<file path="src/rtl/pc_fetch_unit_pkg.sv">
// pc_fetch_unit_pkg: shared FSM state encodings and fetch constants.
package pc_fetch_unit_pkg;
  typedef enum logic [1:0] {S_BOOT = 2'd0, S_REQ = 2'd1, S_WAIT = 2'd2, S_HOLD = 2'd3} fetch_state_t;
  localparam logic [31:0] RESET_PC_DEF = 32'h0000_3000;
  localparam logic [31:0] NOP = 32'h0000_0000;
endpackage

</file>
<file path="src/rtl/pc_fetch_unit_if.sv">
// pc_fetch_unit_if: single-outstanding instruction memory req/gnt/rvalid bus.
interface pc_fetch_unit_if;
  logic        im_req;
  logic [31:0] im_addr;
  logic        im_gnt;
  logic        im_rvalid;
  logic [31:0] im_rdata;
  modport master (output im_req, output im_addr, input im_gnt, input im_rvalid, input im_rdata);
  modport slave  (input im_req, input im_addr, output im_gnt, output im_rvalid, output im_rdata);
endinterface

</file>
<file path="src/rtl/pc_fetch_unit_fetch_ctrl_fsm.sv">
// fetch_ctrl_fsm: fetch sequencing state register and request/capture/advance strobes.
module fetch_ctrl_fsm
  import pc_fetch_unit_pkg::*;
(
  input  logic         clk,
  input  logic         rstn,
  input  logic         gnt,
  input  logic         rvalid,
  input  logic         dec_ready,
  input  logic         mis,
  output fetch_state_t state,
  output logic         im_req,
  output logic         capture,
  output logic         advance,
  output logic         trap
);
  fetch_state_t state_n;
  always_ff @(posedge clk)
    if (!rstn) state <= S_BOOT;
    else state <= state_n;
  // mis only matters in S_BOOT and on acceptance; it routes straight back to S_HOLD with a nop
  always_comb begin
    state_n = state == S_BOOT ? (mis ? S_HOLD : S_REQ) :
              state == S_REQ  ? (gnt ? S_WAIT : S_REQ) :
              state == S_WAIT ? (rvalid ? S_HOLD : S_WAIT) :
              (dec_ready && !mis) ? S_REQ : S_HOLD;
    im_req  = state == S_REQ;
    capture = state == S_WAIT && rvalid;
    advance = state == S_HOLD && dec_ready;
    trap    = mis && (state == S_BOOT || advance);
  end
endmodule

</file>
<file path="src/rtl/pc_fetch_unit.sv">
// pc_fetch_unit: PC register, instruction fetch and decode handoff.
// FETCH_MISALIGN_EN turns misaligned PCs into flagged nops instead of masking them.
module pc_fetch_unit
  import pc_fetch_unit_pkg::*;
#(
  parameter logic [31:0] RESET_PC = RESET_PC_DEF,
  parameter int          CNT_W    = 32
) (
  input  logic                 clk,
  input  logic                 rstn,
  input  logic [31:0]          npc,
  pc_fetch_unit_if.master      im,
  output logic                 inst_valid,
  output logic [31:0]          inst,
  output logic [31:0]          inst_pc,
  input  logic                 dec_ready,
  output logic [31:0]          pc,
  output logic                 fetch_err,
  output logic [CNT_W-1:0]     fetch_cnt
);
  fetch_state_t state;
  logic         capture, advance, trap, mis;
  logic [31:0]  npc_eff, trap_pc;
`ifdef FETCH_MISALIGN_EN
  assign trap_pc = state == S_BOOT ? pc : npc;
  assign mis     = trap_pc[1:0] != 2'b00;
  assign npc_eff = npc;
  always_ff @(posedge clk)
    if (!rstn) fetch_err <= 1'b0;
    else if (trap) fetch_err <= 1'b1;
    else if (advance) fetch_err <= 1'b0;
`else
  assign trap_pc   = pc;
  assign mis       = 1'b0;
  assign npc_eff   = npc & ~32'h3;
  assign fetch_err = 1'b0;
`endif
  fetch_ctrl_fsm u_fsm (
    .clk       (clk),
    .rstn      (rstn),
    .gnt       (im.im_gnt),
    .rvalid    (im.im_rvalid),
    .dec_ready (dec_ready),
    .mis       (mis),
    .state     (state),
    .im_req    (im.im_req),
    .capture   (capture),
    .advance   (advance),
    .trap      (trap)
  );
  assign im.im_addr = pc;
  assign inst_valid = state == S_HOLD;
  always_ff @(posedge clk)
    if (!rstn) begin
      pc        <= RESET_PC;
      inst      <= '0;
      inst_pc   <= '0;
      fetch_cnt <= '0;
    end else begin
      if (advance) begin
        pc        <= npc_eff;
        fetch_cnt <= fetch_cnt + CNT_W'(1);
      end
      if (capture || trap) begin
        inst    <= trap ? NOP : im.im_rdata;
        inst_pc <= trap ? trap_pc : pc;
      end
    end
endmodule

</file>
<file path="src/flat_wrapper.sv">
// flat-port wrapper written by rule: the top's interface ports become plain ports
module pc_fetch_unit_flat import pc_fetch_unit_pkg::*;
#(
  parameter logic [31:0] RESET_PC = RESET_PC_DEF,
  parameter int          CNT_W    = 32
)
  (clk, rstn, npc, inst_valid, inst, inst_pc, dec_ready, pc, fetch_err, fetch_cnt, im_im_req, im_im_addr, im_im_gnt, im_im_rvalid, im_im_rdata);
  pc_fetch_unit_if im_i ();
  input  logic clk;
  input  logic rstn;
  input  logic [31:0] npc;
  output logic inst_valid;
  output logic [31:0] inst;
  output logic [31:0] inst_pc;
  input  logic dec_ready;
  output logic [31:0] pc;
  output logic fetch_err;
  output logic [CNT_W-1:0] fetch_cnt;
  output wire logic [$bits(im_i.im_req)-1:0] im_im_req;
  output wire logic [$bits(im_i.im_addr)-1:0] im_im_addr;
  input wire logic [$bits(im_i.im_gnt)-1:0] im_im_gnt;
  input wire logic [$bits(im_i.im_rvalid)-1:0] im_im_rvalid;
  input wire logic [$bits(im_i.im_rdata)-1:0] im_im_rdata;
  assign im_im_req = im_i.im_req;
  assign im_im_addr = im_i.im_addr;
  assign im_i.im_gnt = im_im_gnt;
  assign im_i.im_rvalid = im_im_rvalid;
  assign im_i.im_rdata = im_im_rdata;
  pc_fetch_unit #(.RESET_PC(RESET_PC), .CNT_W(CNT_W)) u_core (.clk(clk), .rstn(rstn), .npc(npc), .im(im_i), .inst_valid(inst_valid), .inst(inst), .inst_pc(inst_pc), .dec_ready(dec_ready), .pc(pc), .fetch_err(fetch_err), .fetch_cnt(fetch_cnt));
endmodule
</file>
<file path="config.mk">
export PLATFORM = sky130hd
export DESIGN_NAME = pc_fetch_unit_flat
export DESIGN_NICKNAME = d
export VERILOG_FILES = /design/src/rtl/pc_fetch_unit_pkg.sv /design/src/rtl/pc_fetch_unit_if.sv /design/src/rtl/pc_fetch_unit_fetch_ctrl_fsm.sv /design/src/rtl/pc_fetch_unit.sv /design/src/flat_wrapper.sv
export SDC_FILE = /design/constraint.sdc
export NUM_CORES = 1
export LEC_CHECK = 0
export ABC_AREA = 1
export BUFFER_PORTS_ARGS = -buffer_cell sky130_fd_sc_hd__buf_2
export CORE_UTILIZATION = 47
export DETAILED_ROUTE_END_ITERATION = 7
export PLACE_DENSITY = 0.83
export SYNTH_ARGS = -nofsm -noshare
export SYNTH_HDL_FRONTEND = slang
export SYNTH_HIERARCHICAL = 1
export SYNTH_SLANG_ARGS = --single-unit
</file>
<file path="constraint.sdc">
create_clock -name clk -period 1.7 [get_ports clk]
set_input_delay 0.255 -clock clk [delete_from_list [all_inputs] [get_ports clk]]
set_output_delay 0.255 -clock clk [all_outputs]
set_load 0.005 [all_outputs]
</file>
Yosys cells after proc, flatten, opt, wreduce, memory -nomap -nowiden
Cells that the tools add are included.
Widths: inputs -> output; s select.
{"block": "word_totals", "reg_bits": 126, "latchBits": 0, "ramBits": 0, "mem_bits_ro": 0, "inputBits": 69, "elab_cells": 21, "memories": 0}
{"block": "op_classes", "add_sub_neg": 1, "n_mul": 0, "div": 0, "n_lt_le_gt_ge": 0, "eq_ne": 3, "shift": 0, "mux": 6, "bitwise_logic": 1, "n_reduce_logical": 4}
{"cell": "$add 32x1->32 const B", "n": 1}
{"cell": "$mux 2", "n": 4}
{"cell": "$eq 2x2->1 const B", "n": 2}
{"cell": "$eq 2x1->1 const B", "n": 1}
{"cell": "$logic_and 1x1->1", "n": 2}
{"cell": "$logic_not 2->1", "n": 1}
{"cell": "$mux 1", "n": 2}
{"cell": "$reduce_or 2->1", "n": 1}
{"cell": "$not 1->1", "n": 1}

Logic depth before layout (Yosys ltp)
Gate-level depths: netlist (run 1).
{"block": "depth", "word_depth": 4, "mapped_depth": 10, "ltp_nobuf": 10}

Cells and area by module
The synthesis (run 1) kept the hierarchy.
{"mod": "pc_fetch_unit", "instances": 1, "cells_per_inst": 706, "area_each_um2": 5118.7}
{"mod": "fetch_ctrl_fsm", "instances": 1, "cells_per_inst": 23, "area_each_um2": 136.4}

Least setup slack after synthesis (run 1)
Ideal clock, no wire load.
{"block": "synth_timing", "kind": "register to register", "start": "register u_core.u_fsm.state[0]", "end": "register u_core.fetch_cnt[22]", "setup_ns": 0.128, "arrival_ns": 1.310, "t_required_ns": 1.572, "path_slack_ns": 0.262, "stages_incl_launch_ff": 11, "path_buffers": 1, "synth_period_minus_slack_ns": 1.438, "path_cell_list": "dfxtp_1 > nand3_1 > inv_1 > buf_2 > nand3_1 > nor2_1 > nand2_1 > nor2_1 > nand2_1 > o21ai_0 > nor2_1"}
{"block": "synth_between", "elab_chain_len": 2}
{"element": "start, declared", "line_no": "pc_fetch_unit_fetch_ctrl_fsm.sv:11", "source": "output fetch_state_t state,"}
{"element": "start signal, assigned", "line_no": "pc_fetch_unit_fetch_ctrl_fsm.sv:20", "source": "else state <= state_n;"}
{"element": "$eq 2x2->1", "line_no": "pc_fetch_unit_fetch_ctrl_fsm.sv:29", "source": "advance = state == S_HOLD && dec_ready;"}
{"element": "$logic_and 1x1->1", "line_no": "pc_fetch_unit_fetch_ctrl_fsm.sv:29"}
{"element": "named net u_core.advance", "line_no": "pc_fetch_unit.sv:22", "source": "logic capture, advance, trap, mis;"}
{"element": "end signal, assigned", "line_no": "pc_fetch_unit.sv:62", "source": "fetch_cnt <= fetch_cnt + CNT_W'(1);"}
{"element": "end, declared", "line_no": "pc_fetch_unit.sv:19", "source": "output logic [CNT_W-1:0] fetch_cnt"}
The timed path passes the listed nets, and every way through them passes these cells.
A chain may end at the register's enable or synchronous reset.

Final worst setup path (run 1)
{"block": "layout_timing", "start": "register u_core.u_fsm.state[0]", "end": "register u_core.inst[11]"}
{"block": "layout_between", "elab_chain_len": 2}
{"element": "$eq 2x2->1", "line_no": "pc_fetch_unit_fetch_ctrl_fsm.sv:28", "source": "capture = state == S_WAIT && rvalid;"}
{"element": "$logic_and 1x1->1", "line_no": "pc_fetch_unit_fetch_ctrl_fsm.sv:28"}
{"element": "named net u_core.capture", "line_no": "pc_fetch_unit.sv:22"}
{"element": "end signal, assigned", "line_no": "pc_fetch_unit.sv:65", "source": "inst <= trap ? NOP : im.im_rdata;"}
{"element": "end, declared", "line_no": "pc_fetch_unit.sv:14", "source": "output logic [31:0] inst,"}
The timed path passes the listed nets, and every way through them passes these cells.

==> results_dict.tcl, run 1 <==
set metrics [dict create \
    drt_drc_violations_left 0 \
    syn_area_mm2 0.00526 \
    cts_buffers 17 \
    synth.mux.area_fraction_pct 0 \
    root_buffer "clkbuf_8" \
    avgSynthCellArea_um2 7.21 \
    core_mm2 0.0109 \
    htreeDepth 4 \
    grt_max_degree 57 \
    drv_slew 0 \
    synthXorXnorAreaFrac_pct 1.33 \
    dpl_cell_area_mm2 0.00632 \
    min_path_type "primary input to flip-flop" \
    powerDensity_mw_per_mm2 1030 \
    synth-seq-cells 126 \
    wl_um 16000 \
    leakage_nw 3.69 \
    fin_util_pct 69.3 \
    fin_nets 1056 \
    cp-end-kind "flip-flop" \
    crit_arrival_ns 1.99 \
    finalHoldViolCount 0 \
    post_drt_wl_per_cell_um 14.1 \
    finalWeightedCongestion 0.865 \
    fillers 826 \
    initial_core_util_pct 48.3 \
    grt_antenna_before_repair 0 \
    timing.final.ws_setup_ns 0.104 \
    dp_hpwl_um 9660 \
    firstDrtPassIters 6 \
    start_kind "flip-flop" \
    dieArea_mm2 0.0116 \
    synth_top_family_by_area "simple AND/OR/NAND/NOR gates" \
    synth_compound_area_share_pct 10.9 \
    status "completed" \
    syn_to_final_growth_pct 43.5 \
    portBuffers 222 \
    yosysUniqueCellTypes 27 \
    crit_type "flip-flop to flip-flop" \
    die_y_um 108 \
    min_period_ns 1.60 \
    viasPerCell 5.06 \
    io_pins 232 \
    clock_latency_ns 0.51 \
    grt_first_pass_wirelength_um 24900 \
    netlist_instances 729 \
    place_ws_ns -0.115 \
    clock-sinks 126 \
    clock_path_buffers 2 \
    yosys_warnings 6 \
    synthAdderAreaFrac_pct 0.238 \
    crit_fanout 33 \
    vias 5763 \
    seq_area_frac_synth_pct 48.0 \
    post-route-period-util_pct 93.9 \
    required_ns 2.10 \
    antenna_cells 0 \
    grtUsageTotal_pct 27.6 \
    drv_cap 0 \
    cts_tree "done" \
    finalInstanceArea_mm2 0.00754 \
    setup-tns-final_ns 0 \
    grt_overflow 0 \
    row_count 38 \
    ir_drop_mv 1.06 \
    fp.dieW_um 108 \
    drive_gt1_share_pct 29.8 \
    drtIter0Drc 435 \
    fmax_mhz 627 \
    skew_ns 0.00627 \
    setup_viol 0 \
    clk_pin_slew_ns 0.06 \
    grt_pass1_vias 5327 \
    rsz0062_at_grt "true" \
    ant_nets 0 \
    yosys.area_share.simple_pct 29.2 \
]
-- registers in the layout, indices dropped and copies added (netlist names) --
| register | cells |
|---|---|
| u_core/fetch_cnt | 32 |
| u_core/im.im_addr | 30 |
| u_core/inst | 32 |
| u_core/inst_pc | 30 |
| u_core/u_fsm/state | 2 |
-- per-stage QoR --
| step | hold slack [ns] | power [W] | instances |
|---|---|---|---|
| finish | 0.0192 | 0.00780 | 1139 |
| CTS | 0.000714 | 0.00781 | 1139 |
| global placement | 0.457 | 0.00402 | 1048 |
| detailed placement | 0.465 | 0.00404 | 1048 |
| floorplan | 0.381 | 0.00371 | 737 |
| global route | 0.00395 | 0.00813 | 1139 |
-- routing by layer --
layer / track usage (%) / up-vias / routed length [µm]
li1: - / 2780 / -
met5: 0 / - / 0
met2: 49.1 / 288 / 8190
met1: 30.2 / 2643 / 6220
met4: 15.1 / 0 / 554
met3: 6.42 / 52 / 1060
-- worst paths after layout --
| check | start | to | slack, ns | cells after the start |
|---|---|---|---|---|
| worst max register to register | u_core/u_fsm/state[0]$_SDFF_PN0_ | u_core/inst[11]$_SDFFE_PN0P_ | 0.10 | 8 |
| worst min register to register | u_core/inst_pc[21]$_SDFFE_PN0P_ | u_core/inst_pc[21]$_SDFFE_PN0P_ | 0.48 | 2 |
| worst max-delay path | u_core/u_fsm/state[0]$_SDFF_PN0_ | u_core/inst[11]$_SDFFE_PN0P_ | 0.10 | 8 |
| worst min-delay path | npc[15] | u_core/im.im_addr[15]$_SDFFE_PN0P_ | 0.02 | 3 |
-- Yosys cell counts (all sizes together) --
master | n | share of area [%]
inv | 36 | 2.6
a21oi | 14 | 1.3
xnor2 | 5 | 0.83
o21ai | 99 | 9.4
a211oi | 1 | 0.14
and3 | 1 | 0.12
clkbuf | 25 | 1.8
nand4 | 7 | 0.83
nor2 | 258 | 19
nand2 | 68 | 4.9
and2 | 1 | 0.12
conb | 1 | 0.071
nor3 | 6 | 0.67
nand3 | 33 | 3.4
xor2 | 3 | 0.50
buf | 44 | 5.9
dfxtp | 126 | 48
ha | 1 | 0.24
-- area by class of cell --
cell class              count  area [µm²]  area share [%]
inverters                  36         135            1.79
flip-flops and latches    126        2520            33.5
clock inverters            12         160            2.12
multi-input cells         506        2240            29.7
well taps                 140         175            2.32
clock buffers              20         445            5.90
repair buffers            299        1860            24.7
-- cell usage in the layout (no fill, tap or decap), types with 2 or more instances in the layout --
cell           synthesis  routed
a21oi_1               14      14
buf_12                 0       2
buf_2                  6     222
buf_4                 37      16
bufinv_16              0       3
clkbuf_16              0      16
clkbuf_8               0       3
clkinv_4               0       2
clkinvlp_4             0       4
conb_1                 1       9
dfxtp_1              126     125
dlygate4sd3_1          0      59
inv_1                 32      30
inv_2                  4       6
inv_6                  0       2
nand2_1               67      67
nand3_1               30      30
nand3_2                3       3
nand4_1                7       7
nor2_1               248     244
nor2_2                 8      11
nor2_4                 2       3
nor3_1                 5       4
nor3_2                 1       2
o21ai_0               98      97
o21ai_1                1       2
xnor2_1                5       5
xor2_1                 3       3
-- power breakdown --
part	internal, W	switching [W]
registers	0.00312	0.000100
logic	0.000438	0.000480
clock network	0.00232	0.00134
-- critical path: stages, from the launching register on --
cell and delay, ns:
dfxtp_2 0.34, inv_2 0.05, nand2_1 0.07, nor2_2 0.21
buf_12 0.22, inv_1 0.06, buf_4 0.23, o21ai_0 0.22
nor2_1 0.06
-- cell families (layout without fill, tap and decap cells) --
| group | Yosys count | in the layout |
|---|---|---|
| compound gates | 114 | 114 |
| xor+xnor | 8 | 8 |
| fa+ha+maj | 1 | 1 |
| buf+inv | 105 | 367 |
| flops | 126 | 126 |
| other cells | 1 | 9 |
| simple gates | 374 | 374 |
-- timing repair --
action	CTS	global route
hold buffers	59	0
endpoints found under the setup margin	30	64
hold endpoints to repair	59	0
gates resized for setup	1	10
setup buffers	0	0
(Power assumes the default switching activity.)
==> inputs of run 2 (changes only) <==
--- a/config.mk
+++ b/config.mk
@@ -7,10 +7,9 @@
 export LEC_CHECK = 0
 export ABC_AREA = 1
 export BUFFER_PORTS_ARGS = -buffer_cell sky130_fd_sc_hd__buf_2
-export CORE_UTILIZATION = 47
+export CORE_UTILIZATION = 45
 export DETAILED_ROUTE_END_ITERATION = 7
-export PLACE_DENSITY = 0.83
+export PLACE_DENSITY = 0.8
 export SYNTH_ARGS = -nofsm -noshare
 export SYNTH_HDL_FRONTEND = slang
-export SYNTH_HIERARCHICAL = 1
 export SYNTH_SLANG_ARGS = --single-unit
==> run 2 against run 1 <==
Sequential share of layout area rose by 2.7 points. Global-route usage fell by 4.7 points. Non-clock buffer count fell by 66. Synthesized cell count decreased by 1.4%. Final cell count shrank 6.8%. Via count decreased by 11%. Synthesized area increased by 0.76%. Clock power increased by 4%. Setup slack better by 0.021 ns. Maximum frequency rose by 1.3%. Count of clock-buffer cells in the layout increased by 2. Flip-flop and latch count unchanged. Critical endpoint is now u_core.fetch_cnt[16]$_SDFFE_PN0P_. Largest cell class unchanged.
==> results_dict.tcl, run 2 <==
set metrics [dict create \
    clk_pin_slew_ns 0.06 \
    clock_latency_ns 0.41 \
    cts_buffers 17 \
    core_mm2 0.0114 \
    finalWeightedCongestion 0.823 \
    dp_hpwl_um 9550 \
    synth-seq-cells 126 \
    cts_setup_buffers 0 \
    ir_drop_mv 0.756 \
    grt_pass1_vias 4671 \
    skew_ns 0.00664 \
    powerDensity_mw_per_mm2 1040 \
    grt_antenna_before_repair 0 \
    post_drt_wl_per_cell_um 13.1 \
    grt_overflow 0 \
    drv_slew 0 \
    root_buffer "clkbuf_16" \
    reg.largest.list "u_core.fetch_cnt: 32 flops, u_core.inst: 32 flops" \
    cp-end-kind "flip-flop" \
    grt_max_degree 64 \
    setup-tns-final_ns 0 \
    grtUsageTotal_pct 23.0 \
    ys.flop_type "dfxtp_1" \
    whs_path_depth 3 \
    portBuffers 222 \
    fin_nets 976 \
    vias 5146 \
    clock_path_buffers 2 \
    crit_type "flip-flop to flip-flop" \
    dieArea_mm2 0.0122 \
    grt_first_pass_wirelength_um 22600 \
    netlist_instances 719 \
    yosys-top-cells-count "131 x nand2_1, 126 x dfxtp_1, 109 x a21oi_1, 104 x inv_1, 74 x o21ai_0" \
    fmax_mhz 635 \
    slowest_stage "dfxtp_1" \
    syn_area_mm2 0.00530 \
    avgSynthCellArea_um2 7.36 \
    fp.dieW_um 110 \
    r2r_cells 8 \
    post-route-period-util_pct 92.7 \
    yosys.area_share.simple_pct 18.4 \
    ant_nets 0 \
    status "completed" \
    yosys_warnings 0 \
    ys_async_sr_fraction_pct 0 \
    viasPerCell 4.85 \
    required_ns 2.00 \
    critPathMaxStageDelay_ns 0.38 \
    drv_cap 0 \
    drive_gt1_share_pct 30.9 \
    syn_to_final_growth_pct 31.7 \
    netlist_top_cells_area "dfxtp_1 48%, a21oi_1 10%, nand2_1 9.3%, inv_1 7.4%, o21ai_0 7.0%" \
    setup_viol 0 \
    cts_tree "done" \
    seq_area_frac_synth_pct 47.6 \
    wl_um 13900 \
    final_common_cell "buf_2" \
    drtIter0Drc 269 \
    synth_largest_area_cell "dfxtp_1" \
    synth_compound_area_share_pct 17.9 \
    start_kind "flip-flop" \
    fillers 1045 \
    clock-sinks 126 \
    antenna_cells 0 \
    yosysMostFrequentCell "nand2_1" \
    drt_drc_violations_left 0 \
    leakage_nw 3.27 \
    synth.mux.area_fraction_pct 0 \
    synth-edff-count 0 \
    synthXorXnorAreaFrac_pct 0.331 \
    crit_fanout 12 \
    io_pins 232 \
    path_cells "nand3_2, buf_4, nor2_8, nand3_1, inv_1, nand2_1, o21ai_0, nor2_1" \
    yosysUniqueCellTypes 25 \
    min_path_type "primary input to flip-flop" \
    final_cell_mix "222 x buf_2, 131 x nand2_1, 124 x dfxtp_1" \
    firstDrtPassIters 5 \
    timing.final.ws_setup_ns 0.125 \
    r2r_slack_ns 0.12 \
    initial_core_util_pct 46.4 \
    die_y_um 110 \
    crit_arrival_ns 1.88 \
    htreeDepth 4 \
    finalHoldViolCount 0 \
    min_period_ns 1.58 \
    yosysTopAreaCellShare_pct 47.6 \
    synthAdderAreaFrac_pct 0.236 \
    synth_top_family_by_area "simple AND/OR/NAND/NOR gates" \
    place_ws_ns 0.0658 \
    rsz0062_at_grt "false" \
    row_count 39 \
]
==> run 2: changes by cell type in the layout (fill, tap and decap cells not counted), moves of 8 or more <==
cell,delta
a21oi_1,+95
buf_4,-8
dlygate4sd3_1,-59
inv_1,+73
nand2_1,+64
nor2_1,-205
o21ai_0,-23
==> run 2: metal layers <==
layer  routed length (µm)  track usage, %
met2                 6690            38.7
met1                 6170            27.7
met3                  744            5.43
met5                    0               0
met4                  256            10.5
==> run 2: kinds of logic (layout without fill, tap and decap cells) <==
group | after synthesis | count (layout)
flip-flops | 126 | 126
buffers and inverters | 175 | 369
XOR/XNOR | 2 | 2
adder cells (fa/ha/maj) | 1 | 1
other | 1 | 7
AND/OR/NAND/NOR | 227 | 227
AO/OA/AOI/OAI | 187 | 187
==> run 2: worst paths after layout <==
check | startpoint | endpoint
worst max-delay path | u_core.u_fsm.state[0]$_SDFF_PN0_ | u_core.fetch_cnt[16]$_SDFFE_PN0P_
worst max register to register | u_core.u_fsm.state[0]$_SDFF_PN0_ | u_core.fetch_cnt[16]$_SDFFE_PN0P_
worst min register to register | u_core.inst_pc[30]$_SDFFE_PN0P_ | u_core.inst_pc[30]$_SDFFE_PN0P_
worst min-delay path | npc[13] | u_core.im.im_addr[13]$_SDFFE_PN1P_
==> run 2: critical path, delay by kind of cell, from the launching register on <==
kind                   cells  cell delay, ns
DFF                        1            0.38
AOI/OAI and AO/OA          1            0.15
buffers and inverters      2            0.35
and+or+nand+nor            5            0.58
==> run 2: metrics by stage <==
stage	instance area (µm²)	total power [W]	instances	hold WS, ns	util [%]
after floorplan	5320	0.00334	725	0.368	-
after global routing	6980	0.00752	1062	0.0760	61.1
after detailed placement	6310	0.00353	1030	0.431	55.3
final	6980	0.00727	1062	0.0523	61.1
after CTS	6940	0.00735	1062	0.0259	60.8
after global placement	6310	0.00352	1030	0.428	55.3
==> run 2: where the power goes <==
part	leakage, nW	internal [W]	switching [W]
sequential	1.02	0.00303	0.0000408
combinational	1.95	0.000182	0.000222
clock	0.296	0.00253	0.00128
==> run 2: layout make-up <==
type	instances	area [µm²]	area share (%)
clock inverters	10	161	2.31
well taps	143	179	2.57
multi-input cells	424	2020	29.0
inverters	104	390	5.60
flip-flops and latches	126	2520	36.2
repair buffers	233	1230	17.7
clock buffers	22	464	6.65
==> run 2: timing repair <==
item,in CTS,in global routing
setup endpoints to repair,0,12
hold buffers,0,0
gates resized for setup,0,12
hold endpoints to repair,0,0
==> inputs of run 3 (changes only) <==
--- a/config.mk
+++ b/config.mk
@@ -5,7 +5,6 @@
 export SDC_FILE = /design/constraint.sdc
 export NUM_CORES = 1
 export LEC_CHECK = 0
-export ABC_AREA = 1
 export BUFFER_PORTS_ARGS = -buffer_cell sky130_fd_sc_hd__buf_2
 export CORE_UTILIZATION = 45
 export DETAILED_ROUTE_END_ITERATION = 7
==> run 3 against run 2 <==
The flow now finishes with violations (setup timing). Setup slack lost 0.13 ns. Global-route usage grew 3.5 points. Routed wire length grew 15%. Critical path type unchanged. Core utilization grew 8.5 points. Count of clock-buffer cells in the layout shrank 5. Via count grew 5.0%.
==> results_dict.tcl, run 3 <==
set metrics [dict create \
    status "finished, violations left" \
    violations "setup timing" \
    grt_max_degree 63 \
    powerDensity_mw_per_mm2 888 \
    crit_fanout 8 \
    leakage_nw 3.43 \
    grt_first_pass_wirelength_um 23800 \
    post_drt_wl_per_cell_um 15.0 \
    seq_area_frac_synth_pct 50.0 \
    initial_core_util_pct 46.4 \
    io_pins 232 \
    clock_path_buffers 2 \
    grt_antenna_before_repair 0 \
    dieArea_mm2 0.0116 \
    ant_nets 0 \
    root_buffer "clkbuf_8" \
    yosys-top-cells-count "202 x nand2_1, 126 x dfxtp_1, 109 x a21oi_1, 39 x buf_4, 29 x clkbuf_1" \
    grtUsageTotal_pct 26.5 \
    ir_drop_mv 0.731 \
    ys_async_sr_fraction_pct 0 \
    hold_slack_ns 0.0345 \
    crit_arrival_ns 2.14 \
    finalHoldViolCount 0 \
    timing.final.ws_setup_ns -0.00227 \
    cp-end-kind "flip-flop" \
    netlist_instances 626 \
    rsz0062_at_grt "true" \
    start_kind "flip-flop" \
    min_period_ns 1.70 \
    min_path_type "primary input to flip-flop" \
    portBuffers 222 \
    viasPerCell 5.09 \
    grt_pass1_vias 5055 \
    antenna_cells 0 \
    cts_buffers 17 \
    row_count 38 \
    fin_nets 979 \
    vias 5401 \
    syn_area_mm2 0.00505 \
    synth-edff-count 0 \
    wl_um 16000 \
    crit_type "flip-flop to flip-flop" \
    netlist_top_cells_area "dfxtp_1 50%, nand2_1 15%, a21oi_1 11%, buf_4 5.8%, clkbuf_1 2.2%" \
    drv_cap 0 \
    clock_latency_ns 0.51 \
    dp_hpwl_um 9160 \
    yosysUniqueCellTypes 31 \
    required_ns 2.14 \
    clock-sinks 126 \
    avgSynthCellArea_um2 8.06 \
    firstDrtPassIters 7 \
    setup_viol 1 \
    skew_ns 0.00789 \
    fp.dieW_um 108 \
    yosys_warnings 0 \
    syn_to_final_growth_pct 50.0 \
    grt_overflow 0 \
    drtIter0Drc 406 \
    finalNonFillerCells 1062 \
    drive_gt1_share_pct 34.9 \
    die_y_um 108 \
    yosysMostFrequentCell "nand2_1" \
    synth-seq-cells 126 \
    cts_tree "done" \
    drv_slew 0 \
    final_cell_mix "222 x buf_2, 201 x nand2_1, 126 x dfxtp_1" \
    fmax_mhz 587 \
    yosysTopAreaCellShare_pct 50.0 \
    drt_drc_violations_left 0 \
    htreeDepth 4 \
    final_common_cell "buf_2" \
    core_mm2 0.0109 \
    reg.largest.list "u_core.fetch_cnt: 32 flops, u_core.inst: 32 flops" \
    ys.flop_type "dfxtp_1" \
    post-route-period-util_pct 100 \
    clk_pin_slew_ns 0.06 \
    finalWeightedCongestion 0.766 \
    synth_largest_area_cell "dfxtp_1" \
    dp_cells 967 \
    place_ws_ns -0.0472 \
]
run 3: changes by cell type in the layout (fill, tap and decap cells not counted), moves of 29 or more:
cell,change
inv_1,-98
nand2_1,+70
o21ai_0,-68
dlygate4sd3_1,+61
buf_4,+35
nor2_1,-29
run 3: worst max-delay path: stages, from the launching register on:
cell and delay [ns]:
dfxtp_1 0.35, and4_1 0.27, buf_4 0.15, nand4_4 0.14, or4_4 0.56, a21oi_2 0.16
run 3: power by group:
part / internal [W] / switching [W] / total [W]
combinational: 0.000236 / 0.000210 / 0.000446
sequential: 0.00299 / 0.0000237 / 0.00301
clock: 0.00193 / 0.00134 / 0.00327
run 3: worst paths after layout:
| kind | startpoint | endpoint | slack, ns | cells after the start |
|---|---|---|---|---|
| max | u_core.fetch_cnt[14]$_SDFFE_PN0P_ | u_core.fetch_cnt[30]$_SDFFE_PN0P_ | -0.002 | 5 |
| min | im_im_rvalid | u_core.u_fsm.state[0]$_SDFF_PN0_ | 0.03 | 2 |
| max reg2reg | u_core.fetch_cnt[14]$_SDFFE_PN0P_ | u_core.fetch_cnt[30]$_SDFFE_PN0P_ | -0.002 | 5 |
| min reg2reg | u_core.inst[21]$_SDFFE_PN0P_ | u_core.inst[21]$_SDFFE_PN0P_ | 0.45 | 2 |
run 3: repair_timing:
| item | CTS | global route |
|---|---|---|
| setup buffers | 1 | 0 |
| hold buffers | 61 | 0 |
| setup endpoints to repair | 2 | 15 |
| cloned | 1 | 0 |
| resized for setup | 2 | 12 |
| pin swaps | 1 | 3 |
| hold endpoints to repair | 61 | 0 |
run 3: kinds of logic after synthesis:
kind of cell / synth area share [%]
xor gates and xnor gates: 1.73
AOI/OAI and AO/OA: 13.2
buffers and inverters: 9.32
adders and majority gates: 0.248
DFF: 50.0
other: 0.0743
muxes: 0.793
and+or+nand+nor: 24.6
run 3: cell type report:
cell class	instances	area, µm²
clock buffer	17	414
clock inverter	15	123
fill	798	3310
inverter	6	23.8
multi-input combinational	425	2140
sequential	126	2520
tap	140	175
timing repair buffer	333	2180
run 3: metal layers:
metal	share of wire, %	vias to the layer above	global-route usage, %	routed length, µm
li1	-	2622	-	-
met1	40	2479	28.3	6390
met2	50	255	47.3	7950
met3	7.6	45	7.14	1210
met4	2.7	0	14.4	429
met5	0	-	0	0
run 3: metrics by stage:
step | utilization [%] | total power [W] | area (µm²) | TNS (ns)
final | 69.6 | 0.00673 | 7570 | -0.00227
after global routing | 69.6 | 0.00698 | 7570 | -0.0349
after CTS | 69.2 | 0.00676 | 7530 | 0
after detailed placement | 58.4 | 0.00339 | 6360 | -0.0623
after global placement | 58.4 | 0.00339 | 6360 | 0
after floorplan | - | 0.00323 | 5070 | 0
